`config.mk`:
```
export PLATFORM = sky130hd
export DESIGN_NAME = net_sync_scheduler
export DESIGN_NICKNAME = d
export VERILOG_FILES = /design/src/rtl/net_sync_scheduler.sv
export SDC_FILE = /design/constraint.sdc
export NUM_CORES = 1
export LEC_CHECK = 0
export ABC_AREA = 1
export BUFFER_PORTS_ARGS = -buffer_cell sky130_fd_sc_hd__buf_2
export CAP_MARGIN = 5
export CORE_ASPECT_RATIO = 1.75
export CORE_MARGIN = 5
export CORE_UTILIZATION = 58
export CTS_CLUSTER_DIAMETER = 80
export DETAILED_ROUTE_END_ITERATION = 10
export PLACE_DENSITY = 0.75
export SYNTH_ARGS = -nofsm -noshare
export SYNTH_HDL_FRONTEND = slang
export SYNTH_SLANG_ARGS = --single-unit
```
`constraint.sdc`:
```
create_clock -name clk -period 2.7 [get_ports clk]
set_input_delay 0.405 -clock clk [delete_from_list [all_inputs] [get_ports clk]]
set_output_delay 0.405 -clock clk [all_outputs]
set_load 0.01 [all_outputs]
```
`src/rtl/net_sync_scheduler.sv`:
```
// ---------------------------------------------------------------------------
// net_sync_scheduler
//
// Schedules and supervises network time-sync attempts made by the
// internetTimeSet engine through its en/finished handshake.
//
// Handshake: sync_en is a registered request level. It is raised for exactly
// one attempt and held until the attempt ends. The attempt ends when
// sync_finished is seen, when the user starts adjusting time (abort), or when
// the watchdog expires. sync_en is always low for at least one cycle between
// two attempts. sync_finished is only sampled while the FSM is in RUN.
//
// A sync starts once after reset, every SYNC_PERIOD_S seconds, or when
// manual_req is pulsed. Failed attempts are retried up to MAX_RETRY times,
// with RETRY_GAP_S seconds between them.
//
// Ports
//   clk            in   system clock
//   reset          in   asynchronous, active-high reset
//   manual_req     in   one-cycle pulse: request an immediate sync
//   adjust_active  in   level: user is editing time/date, syncing forbidden
//   sync_finished  in   finished from internetTimeSet (sampled in RUN only)
//   sync_en        out  en to internetTimeSet, registered, high only in RUN
//   busy           out  high in PENDING, RUN or GAP
//   sync_ok        out  one-cycle pulse: attempt completed
//   sync_fail      out  one-cycle pulse: all retries exhausted
//   last_ok        out  result of the last completed sequence
//   retry_cnt      out  failed attempts in the current sequence
//   secs_to_next   out  seconds left before the next scheduled sync (IDLE)
//   dbg_state      out  current FSM state (0 IDLE, 1 PENDING, 2 RUN, 3 GAP)
// ---------------------------------------------------------------------------
module net_sync_scheduler #(
    parameter int CLK_HZ        = 100_000_000,
    parameter int SYNC_PERIOD_S = 3600,
    parameter int TIMEOUT_S     = 5,
    parameter int RETRY_GAP_S   = 10,
    parameter int MAX_RETRY     = 3
) (
    input  logic        clk,
    input  logic        reset,
    input  logic        manual_req,
    input  logic        adjust_active,
    input  logic        sync_finished,
    output logic        sync_en,
    output logic        busy,
    output logic        sync_ok,
    output logic        sync_fail,
    output logic        last_ok,
    output logic [2:0]  retry_cnt,
    output logic [15:0] secs_to_next,
    output logic [1:0]  dbg_state
);

    typedef enum logic [1:0] {
        S_IDLE    = 2'd0,
        S_PENDING = 2'd1,
        S_RUN     = 2'd2,
        S_GAP     = 2'd3
    } state_t;

    localparam int             PW     = (CLK_HZ > 1) ? $clog2(CLK_HZ) : 1;
    localparam logic [PW-1:0]  P_MAX  = PW'(CLK_HZ - 1);
    localparam logic [15:0]    PERIOD = 16'(SYNC_PERIOD_S);
    localparam logic [7:0]     TMO    = 8'(TIMEOUT_S);
    localparam logic [7:0]     GAP    = 8'(RETRY_GAP_S);
    localparam logic [2:0]     RMAX   = 3'(MAX_RETRY);

    state_t        r_state;
    state_t        w_state_nxt;
    logic [PW-1:0] r_presc;
    logic          w_tick;

    logic          r_sync_en,  w_sync_en_nxt;
    logic          r_sync_ok,  w_sync_ok_nxt;
    logic          r_sync_fail, w_sync_fail_nxt;
    logic          r_last_ok,  w_last_ok_nxt;
    logic [2:0]    r_retry,    w_retry_nxt;
    logic [15:0]   r_secs,     w_secs_nxt;
    logic [7:0]    r_wd,       w_wd_nxt;
    logic [7:0]    r_gap,      w_gap_nxt;

    // Free-running 1 Hz prescaler; never realigned to sync events.
    always_ff @(posedge clk or posedge reset) begin
        if (reset) begin
            r_presc <= '0;
        end else if (r_presc == P_MAX) begin
            r_presc <= '0;
        end else begin
            r_presc <= r_presc + PW'(1);
        end
    end

    assign w_tick = (r_presc == P_MAX);

    // State register.
    always_ff @(posedge clk or posedge reset) begin
        if (reset) begin
            r_state <= S_PENDING;
        end else begin
            r_state <= w_state_nxt;
        end
    end

    // Next-state and next-value logic. A counter "expires" on the tick that
    // takes it from 1 to 0 (or immediately if it is already 0), so each
    // interval is a whole number of ticks long.
    always_comb begin
        w_state_nxt     = r_state;
        w_sync_ok_nxt   = 1'b0;
        w_sync_fail_nxt = 1'b0;
        w_last_ok_nxt   = r_last_ok;
        w_retry_nxt     = r_retry;
        w_secs_nxt      = r_secs;
        w_wd_nxt        = r_wd;
        w_gap_nxt       = r_gap;

        case (r_state)
            S_IDLE: begin
                if (w_tick && (r_secs != 16'd0)) begin
                    w_secs_nxt = r_secs - 16'd1;
                end
                if (manual_req || (w_tick && (r_secs <= 16'd1))) begin
                    w_state_nxt = S_PENDING;
                    w_retry_nxt = 3'd0;
                end
            end

            S_PENDING: begin
                if (!adjust_active) begin
                    w_state_nxt = S_RUN;
                    w_wd_nxt    = TMO;
                end
            end

            S_RUN: begin
                if (sync_finished) begin
                    // Finished beats a simultaneous watchdog expiry.
                    w_state_nxt   = S_IDLE;
                    w_sync_ok_nxt = 1'b1;
                    w_last_ok_nxt = 1'b1;
                    w_retry_nxt   = 3'd0;
                    w_secs_nxt    = PERIOD;
                end else if (adjust_active) begin
                    // Abort without counting a failure.
                    w_state_nxt = S_PENDING;
                end else begin
                    if (w_tick && (r_wd != 8'd0)) begin
                        w_wd_nxt = r_wd - 8'd1;
                    end
                    if ((r_wd == 8'd0) || (w_tick && (r_wd == 8'd1))) begin
                        if (r_retry < RMAX) begin
                            w_retry_nxt = r_retry + 3'd1;
                            w_gap_nxt   = GAP;
                            w_state_nxt = S_GAP;
                        end else begin
                            w_sync_fail_nxt = 1'b1;
                            w_last_ok_nxt   = 1'b0;
                            w_secs_nxt      = PERIOD;
                            w_state_nxt     = S_IDLE;
                        end
                    end
                end
            end

            S_GAP: begin
                if (w_tick && (r_gap != 8'd0)) begin
                    w_gap_nxt = r_gap - 8'd1;
                end
                if (manual_req || (r_gap == 8'd0) || (w_tick && (r_gap == 8'd1))) begin
                    w_state_nxt = S_PENDING;
                end
            end

            default: begin
                w_state_nxt = S_PENDING;
            end
        endcase

        // Registered enable follows the state being entered, so it rises one
        // cycle after the PENDING decision and falls with the RUN exit.
        w_sync_en_nxt = (w_state_nxt == S_RUN);
    end

    always_ff @(posedge clk or posedge reset) begin
        if (reset) begin
            r_sync_en   <= 1'b0;
            r_sync_ok   <= 1'b0;
            r_sync_fail <= 1'b0;
            r_last_ok   <= 1'b0;
            r_retry     <= 3'd0;
            r_secs      <= PERIOD;
            r_wd        <= 8'd0;
            r_gap       <= 8'd0;
        end else begin
            r_sync_en   <= w_sync_en_nxt;
            r_sync_ok   <= w_sync_ok_nxt;
            r_sync_fail <= w_sync_fail_nxt;
            r_last_ok   <= w_last_ok_nxt;
            r_retry     <= w_retry_nxt;
            r_secs      <= w_secs_nxt;
            r_wd        <= w_wd_nxt;
            r_gap       <= w_gap_nxt;
        end
    end

    assign sync_en      = r_sync_en;
    assign busy         = (r_state != S_IDLE);
    assign sync_ok      = r_sync_ok;
    assign sync_fail    = r_sync_fail;
    assign last_ok      = r_last_ok;
    assign retry_cnt    = r_retry;
    assign secs_to_next = r_secs;
    assign dbg_state    = r_state;

endmodule

```
* Yosys cells after proc, flatten, opt, wreduce, memory -nomap -nowiden *
Cells that the tools add are included.

operators by class
  add/subtract/negate cells = 5
  $lt $le $gt $ge = 2
  eq/ne operators = 22
  muxes and demuxes = 43
  reductions and logical operators = 26

operators by type and width
  operator                                                                count
  16-bit two-way mux                                                      5
  8-bit two-way mux                                                       9
  16-bit case mux with 2 select lines                                     1
  8-bit case mux with 2 select lines                                      2
  27-bit by 1-bit adder with 27-bit output, second input constant         1
  27-bit equality test, second input constant                             1
  27-bit two-way mux                                                      1
  2-bit inequality test, second input constant                            10
  8-bit by 1-bit equality test with 1-bit output, second input constant   2
  16-bit by 1-bit <= comparator with 1-bit output, second input constant  1
  8-bit zero test                                                         2
  16-bit nonzero test                                                     1
  8-bit nonzero test                                                      2
  16-bit by 1-bit subtractor with 16-bit output, second input constant    1
  8-bit by 1-bit subtractor with 8-bit output, second input constant      2
  3-bit two-way mux                                                       5
  5-bit AND reduction                                                     3
  2-bit two-way mux                                                       7
  3-bit inequality test, second input constant                            4
  1-bit two-way mux                                                       11
  2-bit nonzero test                                                      5
  2-bit case mux with 4 select lines                                      1
  2-bit equality test, second input constant                              3
  1-bit logical AND                                                       6
  9 further kinds                                                         12

word-level totals
  register bits = 68

* Logic depth before layout (Yosys ltp) *
  depth after elaboration = 8
  depth in mapped cells = 13
  gate-level depth less buffers = 12

* Least setup slack after synthesis *
Ideal clock, no wire load.

  path type = flip-flop to flip-flop
  start = reg r_presc[0]
  end = reg r_secs[2] (netlist: secs_to_next[2])
  arrival time = 1.638 ns
  slack = 0.944 ns
  stages on the path, launching flop included = 13
  buffers on the path = 1
  clock period less this slack = 1.756 ns
  path through = dfrtp_1 -> ha_1 -> nand2_2 -> nor2_8 -> nand2_4 -> nor2_4 -> and2_2 -> nand3_2 -> nand3_2 -> nand2_4 -> buf_6 -> nand2_1 -> o21ai_2

between the ends
  word-level cells in the longest chain between the ends = 5
  elaborated cells between the ends (all ways) = 7
  those cells by class = 3 x eq/ne; 4 x reduce/logical

RTL lines
  what                               RTL line  text
  start: declaration                 70        logic [PW-1:0] r_presc;
  start signal: assignment           89        r_presc <= r_presc + PW'(1);
  27-bit equality test (*)           93        assign w_tick = (r_presc == P_MAX);
  1-bit logical AND                  150       if ((r_wd == 8'd0) || (w_tick && (r_wd == 8'd1))) begin
  1-bit logical OR                   150
  3-bit inequality test (no line)    --
  5-bit AND reduction (no line) (*)  --
  end signal: assignment             200       r_secs <= w_secs_nxt;
  end: declaration                   78        logic [15:0] r_secs, w_secs_nxt;

Every way passes the cells marked *; elsewhere a longest branch is shown, timed or not.
A chain may end at the register's enable or synchronous reset.

* Final worst setup path *
  start = reg r_state[1] (netlist: dbg_state[1])
  end = reg r_secs[1] (netlist: secs_to_next[1])

between the ends
  word-level cells in the longest chain between the ends = 3
  elaborated cells between the ends (all ways) = 9
  those cells by class = 5 x eq/ne; 1 x mux; 3 x reduce/logical

RTL lines
  what                                                           RTL line  text
  start: declaration                                             68        state_t r_state;
  start signal: assignment                                       100       r_state <= w_state_nxt;
  2-bit equality test / 2-bit zero test (equally long branches)  117       case (r_state)
  3-bit inequality test (no line) (tied with other cells)        --
  5-bit AND reduction (no line)                                  --

Parallel ways exist; a longest one is shown, timed or not.

==> impl_metrics.toml <==
[worst_setup_path]
crit_chain = "inv_1, nor2_4, inv_2, nor2_1, nand2_1, nand2_4, nand2_1, o21ai_1"
arrival_ns = 2.52
critPathMostFrequentCell = "nand2_1"
worst_setup_path_end_kind = "register"
criticalPathCategory = "register to register"
path_max_fanout = 28
crit_path_start_kind = "register"
slowest_stage = "dfrtp_1"
path_delay_family = "simple AND/OR/NAND/NOR gates"
worst-path-buf-inv = 2
cp.required_ns = 2.96
critPathMaxStageDelay_ns = 0.43

[clock_network]
hold_buffers = 0
cts_setup_buffers = 0
cts.htree.levels = 3
cts_tree = "done"
cts_sinks = 68
clockBufferDepth = 2
clk_root_buffer_cell = "clkbuf_16"
clk_pin_slew_ns = 0.06
post_cts_resized = 0
cts_made_buffers = 9
clk_latency_ns = 0.34

[detailed_routing]
initialDrtViolationCount = 273
drc_errors = 0
antenna_left = 0
drt_pre_antenna_iters = 6
wl_um = 10600
wl_per_cell_um = 14.9
via_count = 3935
vias_per_cell = 5.55

[logic_synthesis]
synthFlopType = "dfrtp_1"
synth-compound-area-share = 0.0588
ys_ff_latch = 68
yosysSeqAreaShare = 0.400
yosysWarningCount = 0
synth-simple-area-share = 0.382
synthMuxAreaShare = 0
synth.avg_cell_area_um2 = 7.37
synth_xor_area_frac = 0.0656
synthAdderAreaFrac = 0.0293
synth_top_family_by_area = "simple AND/OR/NAND/NOR gates"
synth.cell_area_um2 = 4270
synth_edf_count = 0
async_reset_ff_frac = 1.00
syn_inst = 580
ys_types = 36
syn-num-nets = 595

[place]
dp_hpwl_um = 7910
portBuffers = 30
place.gp.congestion = 0.914

[final_layout]
layout_common_cells = "nand2_1, nor2_1, dfrtp_1"
final_common_cell = "nand2_1"
area_growth_pct = 13.3
layout-drive-gt1-share = 0.161
nNetsFinal = 633
diodes = 0

[sta]
worst_slew_pin_slew_ns = 0.815
max_freq_ghz = 0.442
slew_viol_final = 0
fin_skew_ns = 0.00658
max-slew-margin-rel = 0.453
rsz0062_at_grt = "false"
period_share = 0.837
hold_violations = 0
setup-tns-final_ns = 0
post-route-min-period_ns = 2.26
setup_viol_count_final = 0

[hold_path]
hp-class = "primary input to asynchronous set/reset pin"

[global_route]
gr-total-overflow = 0
grt_pass1_vias = 3927
grt.total_usage = 0.249
antenna_found_initial = 0
grt_pass1_wl_um = 17600
grt_start_max_net_pins = 29

[die]
die_area_um2 = 9250
row_count = 41
die_y_um = 124
io_pins = 31
die-width_um = 74.9
core_area_um2 = 7180
floorplan.initialDensity = 0.595

[power_and_ir_drop]
p_leak_nw = 2.46
p_per_area_nw_per_um2 = 974
finalPower_w = 0.00471
irDropWorstVdd_mv = 0.720

[run_status]
status = "completed"

[run]
cap_violations = 0
Yosys cell counts, drive strengths merged, types with 3 or more instances:
| cell | n | area share |
|---|---|---|
| buf | 3 | 0.0070 |
| o21ai | 28 | 0.043 |
| nor4 | 6 | 0.010 |
| nor3 | 17 | 0.021 |
| ha | 10 | 0.029 |
| nand3 | 42 | 0.052 |
| xnor2 | 6 | 0.012 |
| dfrtp | 63 | 0.37 |
| inv | 64 | 0.056 |
| nand4 | 17 | 0.025 |
| or2 | 11 | 0.016 |
| a21oi | 8 | 0.0094 |
| nand2 | 159 | 0.15 |
| nor2 | 105 | 0.11 |
| dfstp | 5 | 0.031 |
| a31oi | 3 | 0.0044 |
| xor2 | 26 | 0.053 |
metrics by stage:
stage               worst slack (ns)  utilization  area (µm²)  hold WS, ns  cells
floorplan                      0.592            -        4270        0.432    580
global placement               0.564        0.628        4510        0.442    693
detailed placement             0.516        0.628        4510        0.445    693
CTS                            0.492        0.674        4840       0.0875    709
global route                   0.298        0.674        4840        0.116    709
finish                         0.439        0.674        4840       0.0781    709
final timing paths:
kind	slack, ns	start	end	cells after the start
max in group asynchronous	1.86	reset	dbg_state[0]	3
worst min-delay path	0.08	reset	r_presc[1]	2
worst min register to register	0.46	r_presc[0]	r_presc[0]	1
worst max register to register	0.44	dbg_state[1]	secs_to_next[1]	8
worst max-delay path	0.44	dbg_state[1]	secs_to_next[1]	8
min in group clk	0.42	sync_finished	sync_ok	3
area by class of cell:
cell class                      instances  area (µm²)
Fill cell                             627        2340
Sequential cell                        68        1710
Multi-Input combinational cell        443        2290
Inverter                               64         240
Clock buffer                           11         233
Clock inverter                          5         100
Timing Repair Buffer                   32         165
Tap cell                               86         108
registers in the layout (all words and copies together) (netlist names), 2 cells and up:
name / cells
r_presc: 27
r_gap: 8
secs_to_next: 16
dbg_state: 2
r_wd: 8
retry_cnt: 3
power breakdown:
part,leakage [nW],switching (W),internal [W],total (W)
registers,0.891,0.000284,0.00126,0.00155
clock network,0.163,0.000439,0.000899,0.00134
logic,1.41,0.00116,0.000672,0.00183
cell families (layout without fill, tap and decap cells):
family	count (synthesis)	count (layout)
XOR/XNOR	32	32
AO/OA/AOI/OAI	40	40
flip-flops	68	68
buffers and inverters	69	112
AND/OR/NAND/NOR	361	361
adder cells (fa/ha/maj)	10	10
per-layer routing:
| layer | global-route usage | routed length, µm | part of all wire | up-vias |
|---|---|---|---|---|
| met1 | 0.266 | 4050 | 0.38 | 1862 |
| met2 | 0.439 | 5760 | 0.54 | 118 |
| met5 | 0 | 0 | 0 | - |
| met3 | 0.0578 | 390 | 0.037 | 31 |
| met4 | 0.136 | 404 | 0.038 | 0 |
| li1 | - | - | - | 1924 |
No activity file was read; power rests on OpenSTA's default activity.
